[src/rtl/instruction_fetch_queue.sv]
// Instruction fetch queue: issues sequential PC fetches to a 1-cycle-latency
// instruction ROM and buffers the returned words (with their PCs) in a small
// FIFO for decode. A redirect from execute flushes everything and restarts
// fetch at the new target.
//
// Optional feature macro: FETCH_MISALIGN_TRAP_EN
//   defined   -> a redirect to a non-word-aligned target raises the sticky
//                'misaligned' output and halts fetch until reset.
//   undefined -> no 'misaligned' port; the low two target bits are dropped.
module instruction_fetch_queue #(
  parameter logic [31:0] RESET_PC    = 32'h00000000,
  parameter int          QUEUE_DEPTH = 2
) (
  input  logic        clk,
  input  logic        rst,
  output logic [31:0] rom_addr,
  input  logic [31:0] rom_data,
  input  logic        redirect_valid,
  input  logic [31:0] redirect_pc,
  output logic        out_valid,
  input  logic        out_ready,
  output logic [31:0] out_instr,
  output logic [31:0] out_pc
`ifdef FETCH_MISALIGN_TRAP_EN
  ,
  output logic        misaligned
`endif
);

  localparam int PW = (QUEUE_DEPTH > 1) ? $clog2(QUEUE_DEPTH) : 1;
  localparam int CW = $clog2(QUEUE_DEPTH + 1);
  localparam logic [PW-1:0] LAST_SLOT   = PW'(QUEUE_DEPTH - 1);
  localparam logic [CW:0]   DEPTH_LIMIT = (CW + 1)'(QUEUE_DEPTH);
  localparam logic [31:0]   NOP         = 32'h00000013;

  logic [31:0]   pc;
  logic          inflight;
  logic [31:0]   inflight_tag;
  logic [31:0]   q_instr [QUEUE_DEPTH];
  logic [31:0]   q_pc    [QUEUE_DEPTH];
  logic [PW-1:0] head;
  logic [PW-1:0] tail;
  logic [CW-1:0] count;
  logic [CW:0]   occupancy;
  logic          halted;
  logic          issue;
  logic          push;
  logic          pop;
  logic [31:0]   redirect_target;

`ifdef FETCH_MISALIGN_TRAP_EN
  logic misaligned_q;
  logic misaligned_hit;

  assign misaligned      = misaligned_q;
  assign halted          = misaligned_q;
  assign redirect_target = redirect_pc;
  assign misaligned_hit  = redirect_valid && (redirect_pc[1:0] != 2'b00);
`else
  assign halted          = 1'b0;
  assign redirect_target = redirect_pc & 32'hFFFF_FFFC;
`endif

  // Wrap a queue slot index back to zero after the last entry.
  function automatic logic [PW-1:0] next_slot(input logic [PW-1:0] slot);
    return (slot == LAST_SLOT) ? '0 : slot + PW'(1);
  endfunction

  assign rom_addr  = pc;
  assign out_valid = (count != '0);
  assign out_instr = out_valid ? q_instr[head] : NOP;
  assign out_pc    = out_valid ? q_pc[head] : 32'h0;

  // Handshake decisions; reset and redirect both suppress every queue action.
  always_comb begin
    occupancy = {1'b0, count} + {{CW{1'b0}}, inflight};
    issue     = !rst && !redirect_valid && !halted && (occupancy < DEPTH_LIMIT);
    push      = !rst && !redirect_valid && inflight;
    pop       = !rst && !redirect_valid && out_valid && out_ready;
  end

  // Queue storage needs no reset: occupancy is tracked by count.
  always_ff @(posedge clk) begin
    if (push) begin
      q_instr[tail] <= rom_data;
      q_pc[tail]    <= inflight_tag;
    end
  end

  // PC, inflight tracking and queue pointers; redirect flushes like reset.
  always_ff @(posedge clk) begin
    if (rst) begin
      pc           <= RESET_PC;
      inflight     <= 1'b0;
      inflight_tag <= 32'h0;
      head         <= '0;
      tail         <= '0;
      count        <= '0;
`ifdef FETCH_MISALIGN_TRAP_EN
      misaligned_q <= 1'b0;
`endif
    end else if (redirect_valid) begin
      pc       <= redirect_target;
      inflight <= 1'b0;
      head     <= '0;
      tail     <= '0;
      count    <= '0;
`ifdef FETCH_MISALIGN_TRAP_EN
      if (misaligned_hit) begin
        misaligned_q <= 1'b1;
      end
`endif
    end else begin
      inflight <= issue;
      if (issue) begin
        inflight_tag <= pc;
        pc           <= pc + 32'd4;
      end
      if (push) begin
        tail <= next_slot(tail);
      end
      if (pop) begin
        head <= next_slot(head);
      end
      case ({push, pop})
        2'b10:   count <= count + CW'(1);
        2'b01:   count <= count - CW'(1);
        default: count <= count;
      endcase
    end
  end

endmodule
[config.mk]
export PLATFORM = sky130hd
export DESIGN_NAME = instruction_fetch_queue
export DESIGN_NICKNAME = d
export VERILOG_FILES = /design/src/rtl/instruction_fetch_queue.sv
export SDC_FILE = /design/constraint.sdc
export NUM_CORES = 1
export LEC_CHECK = 0
export ABC_AREA = 0
export BUFFER_PORTS_ARGS = -buffer_cell sky130_fd_sc_hd__buf_2
export CAP_MARGIN = 20
export CORE_ASPECT_RATIO = 0.75
export CORE_MARGIN = 2
export CORE_UTILIZATION = 57
export CTS_BUF_LIST = sky130_fd_sc_hd__clkbuf_2
export CTS_CLUSTER_SIZE = 14
export DETAILED_ROUTE_END_ITERATION = 10
export HOLD_SLACK_MARGIN = 0.05
export PLACE_DENSITY = 0.83
export SLEW_MARGIN = 5
export SYNTH_ARGS = -nofsm -noshare
export SYNTH_HDL_FRONTEND = slang
export SYNTH_SLANG_ARGS = --single-unit
[constraint.sdc]
create_clock -name clk -period 5.3 [get_ports clk]
set_input_delay 0.265 -clock clk [delete_from_list [all_inputs] [get_ports clk]]
set_output_delay 0.265 -clock clk [all_outputs]
set_load 0.01 [all_outputs]
After elaboration in Yosys (flattened, before gate mapping). Memories as Yosys holds them, arrays and structs flattened. A register that Yosys moved wholly into a read port is not among the register bits. Cells that the tools add are included.

Logic and storage cells: 44. Bits in latches: 0. RAM bits: 128. Memories: 2. Register bits after elaboration: 69. Bits in read-only memories: 0. Output and inout port bits: 97.

Memory list: q_instr (words 2, width 32, rd ports 1, clocked after memory_dff 1, write ports 1, RTL line 39) `logic [31:0] q_instr [QUEUE_DEPTH];`; q_pc (words 2, width 32, rd ports 1, clocked after memory_dff 1, write ports 1, RTL line 40) `logic [31:0] q_pc [QUEUE_DEPTH];`.

Shifts and indexed selects: 0. Muxes and demuxes: 13. Eq/ne operators: 2. Magnitude comparators: 1. Bitwise gates (word level): 1. Multiply operators: 0. Add/sub/neg operators: 6. Reduce and logical (&&, ||, !) cells: 12. Divide/modulo/power cells: 0.

Operator list (number): 2-to-1 mux 32 bit (4); adder 32 x 3 -> 32 bit (second input constant) (1); 2-to-1 mux 1 bit (8); nonzero test 2 bit (3); logical AND 1 bit (5); case mux 2 bit (2 select lines) (1); adder 2 x 1 -> 3 bit (1); less-than comparator 3 x 2 -> 1 bit (second input constant) (1); adder 1 bit (second input constant) (2); adder 2 x 1 -> 2 bit (second input constant) (1); == test 2 x 1 -> 1 bit (second input constant) (1); == test 2 bit (second input constant) (1); logical NOT 1 bit (2); AND reduction 2 bit (1); OR reduction 2 bit (1); subtractor 2 x 1 -> 2 bit (second input constant) (1); inverter 1 bit (1).

Logic depth before layout (Yosys ltp).
Depth after elaboration: 6. Mapped depth: 10.

Worst setup path after synthesis. OpenSTA, ideal clock, no wires.

Path kind: in2reg. From: in redirect_valid. To: mem q_instr[0][0], enable pin. Data arrival time: 3.305 ns. Data required time: 4.818 ns. Stages on the path: 4. Slack: 1.513 ns. Buffers on the path: 1. Cell sequence: clkbuf_1 > nor2_1 > nand2_1 > nor2_1.

Longest elaborated chain between the ends: 5.

RTL lines: start: declaration (RTL line 18) `input logic redirect_valid,`; logical NOT 1 bit (RTL line 78) `push = !rst && !redirect_valid && inflight;`; logical AND 1 bit (2 in series) (RTL line 78); 2-to-1 mux 1 bit (RTL line 84) `if (push) begin`; 2-to-1 mux 1 bit (not written as such) (RTL line 85) `q_instr[tail] <= rom_data;`; end: declaration (RTL line 39).

No other way between the ends.

==> impl_metrics.env <==
export IMPL_die_w_microns=139.9
export IMPL_ctsHoldBuffers=71
export IMPL_clkTransAtPathRegs_ns=0.27
export IMPL_r2r_slack_ns=2.80
export IMPL_clock_fmax_mhz=372.1
export IMPL_rows=37
export IMPL_async_flop_share_pct=0
export IMPL_yosysMostFrequentCell="edfxtp_1"
export IMPL_vias=5997
export IMPL_hold_class="input port to register"
export IMPL_synth_top_area_share_pct=47.14
export IMPL_syn_avg_cell_area_sq_um=11.86
export IMPL_drv_slew=0
export IMPL_path_cells="mux2i_1, nor2_1, buf_2"
export IMPL_die_height_microns=105.9
export IMPL_synthAdderAreaFrac_pct=0.3168
export IMPL_gp_congestion=0.9132
export IMPL_power_mw=2.528
export IMPL_relSlewSlack_pct=28.29
export IMPL_core_area_sq_mm=0.01361
export IMPL_worstPathRequired_ns=5.04
export IMPL_path_delay_family="flip-flops"
export IMPL_critPathMaxStageDelay_ns=1.11
export IMPL_io_pins=165
export IMPL_vias_per_cell=5.620
export IMPL_clock_skew_ns=0.03918
export IMPL_drt_initial_drc_count=523
export IMPL_antenna_found_initial=0
export IMPL_die_area_sq_mm=0.01482
export IMPL_syn_cell_area_sq_mm=0.007899
export IMPL_grt_overflow=0
export IMPL_wirelength_mm=18.44
export IMPL_slowest_stage="dfxtp_4"
export IMPL_worst_slack_ns=2.612
export IMPL_pre_cts_ws_ns=2.506
export IMPL_grt_max_degree=72
export IMPL_ys_types=55
export IMPL_layout_drive_gt1_share_pct=23.65
export IMPL_drtAntennaViolNets=0
export IMPL_setup_tns_final_ns=0
export IMPL_grt_pass1_wl_mm=29.01
export IMPL_drc=0
export IMPL_status="completed"
export IMPL_grt_total_usage_pct=24.96
export IMPL_synth_xor_area_share_pct=1.220
export IMPL_cp_start_kind="register"
export IMPL_cp_max_fo=62
export IMPL_clkLatencyLatePin_ns=0.76
export IMPL_wire_per_inst_microns=17.28
export IMPL_cts_tree="built"
export IMPL_yosys_area_share_simple_pct=15.63
export IMPL_cts_buffer_depth=2
export IMPL_ys_ff_latch=190
export IMPL_fill_cells=949
export IMPL_peakVddDrop_v=0.0001753
export IMPL_yosysSeqAreaShare_pct=63.87
export IMPL_synth_edf_count=124
export IMPL_grt_pass1_vias=5781
export IMPL_leakagePower_nw=3.631
export IMPL_setup_viol=0
export IMPL_initial_core_util_pct=58.03
export IMPL_arrival_ns=2.42
export IMPL_synth_compound_area_share_pct=7.572
export IMPL_synth_top_family_by_area="simple AND/OR/NAND/NOR gates"
export IMPL_synthToLayoutAreaGrowth_pct=22.92
export IMPL_path_class="register to output port"
export IMPL_cts_sinks=190
export IMPL_cts_setup_buffers=0
export IMPL_yosysTopAreaCell="edfxtp_1"
export IMPL_diodes=0
export IMPL_synth_commonest_cells="124 x edfxtp_1, 88 x nor2_1, 86 x nand2_1"
export IMPL_synth_cells=666
export IMPL_synth_main_ff_cell="edfxtp_1"
export IMPL_synth_warnings=0
export IMPL_cts_buffers=17
export IMPL_dp_hpwl_mm=11.63
export IMPL_worst_slew_pin_slew_ns=1.076
export IMPL_cts_max_level=4
export IMPL_cts_root_buffer="clkbuf_2"
export IMPL_cts_resized=0
export IMPL_muxShareOfSynthArea_pct=8.284
export IMPL_dr_pass1_iters=5
export IMPL_yosys_top_cells_area="edfxtp_1 47%, dfxtp_1 17%, mux2i_1 7.9%, nor2_1 4.2%, nand2_1 4.1%"
export IMPL_rsz0062_at_grt="false"
export IMPL_fin_nets=949
export IMPL_end_kind="output port"
export IMPL_period_share_pct=50.71
export IMPL_hold_violations=0
export IMPL_finalCriticalPeriod_ns=2.688
export IMPL_power_density_mw_per_mm2=260.4
export IMPL_maxCapViolations=0
export IMPL_crit_buf_inv=1
export IMPL_place_port_buffers=158
-- sequential cells by signal, summed over array words and instances, names as in the netlist, named ones only --
signal / cells
q_instr: 64
q_pc: 60
inflight_tag: 30
rom_addr: 30
count: 2
head: 1
inflight: 1
tail: 1
-- kinds of logic after synthesis --
kind of cell / Yosys count
buffers and inverters: 51
adder cells (fa/ha/maj): 2
XOR/XNOR: 11
multiplexers: 65
AO/OA/AOI/OAI: 86
AND/OR/NAND/NOR: 260
flip-flops: 190
other: 1
-- cell type report --
type / count / area (sq um) / area share, %
well taps: 175 / 219.0 / 2.255
multi-input cells: 428 / 2640 / 27.19
clock inverters: 14 / 131.4 / 1.353
flip-flops and latches: 190 / 5049 / 52.00
inverters: 7 / 31.28 / 0.3222
repair buffers: 235 / 1549 / 15.95
clock buffers: 18 / 90.09 / 0.9278
-- cell usage in the layout, fill, tap and decap left out, types with 13 or more instances in the layout --
master	instances
nand4_1	15
a21oi_1	37
nor2_1	86
edfxtp_1	124
dfxtp_1	65
buf_2	158
mux2i_1	62
dlygate4sd3_1	72
clkbuf_2	18
and3_1	16
nor3_1	13
nand2_1	86
-- metrics by stage --
| step | util, % | cells | hold slack (ns) | area [sq um] |
|---|---|---|---|---|
| after global placement | 64.41 | 963 | 0.4322 | 8767 |
| after floorplan | - | 669 | 0.3639 | 7910 |
| final | 71.34 | 1067 | 0.1597 | 9709 |
| after detailed placement | 64.41 | 963 | 0.4377 | 8767 |
| after CTS | 71.26 | 1066 | 0.05589 | 9699 |
| after global routing | 71.34 | 1067 | 0.08399 | 9709 |
-- metal layers --
layer | GRT usage, % | wire (microns) | vias up
met1 | 33.52 | 7870 | 2858
met3 | 5.405 | 1367 | 32
met4 | 8.357 | 329 | 0
met5 | 0 | 0 | -
li1 | - | - | 2856
met2 | 40.91 | 8871 | 251
-- worst paths after layout --
path	start	end	cells past startpoint
hold reg to reg	inflight_tag[9]	q_pc[1][9]	0
setup / recovery	register	out_pc[5]	3
hold / removal	rst	inflight_tag[18]	3
setup reg to reg	count[0]	rom_addr[25]	6
-- power by group --
part | switching, mW | internal [mW]
Clock | 0.501 | 0.184
Sequential | 0.0428 | 1.61
Combinational | 0.0992 | 0.0958
Total | 0.643 | 1.89
-- worst reg2reg max path: stages (launching register included) --
cell           delay [ns]
dfxtp_1              0.49
a2111o_1             0.46
clkinv_4             0.23
nand3_2              0.15
or4_1                0.49
o211ai_1             0.09
dlygate4sd3_1        0.57
Power figures use the tool's default switching activity.
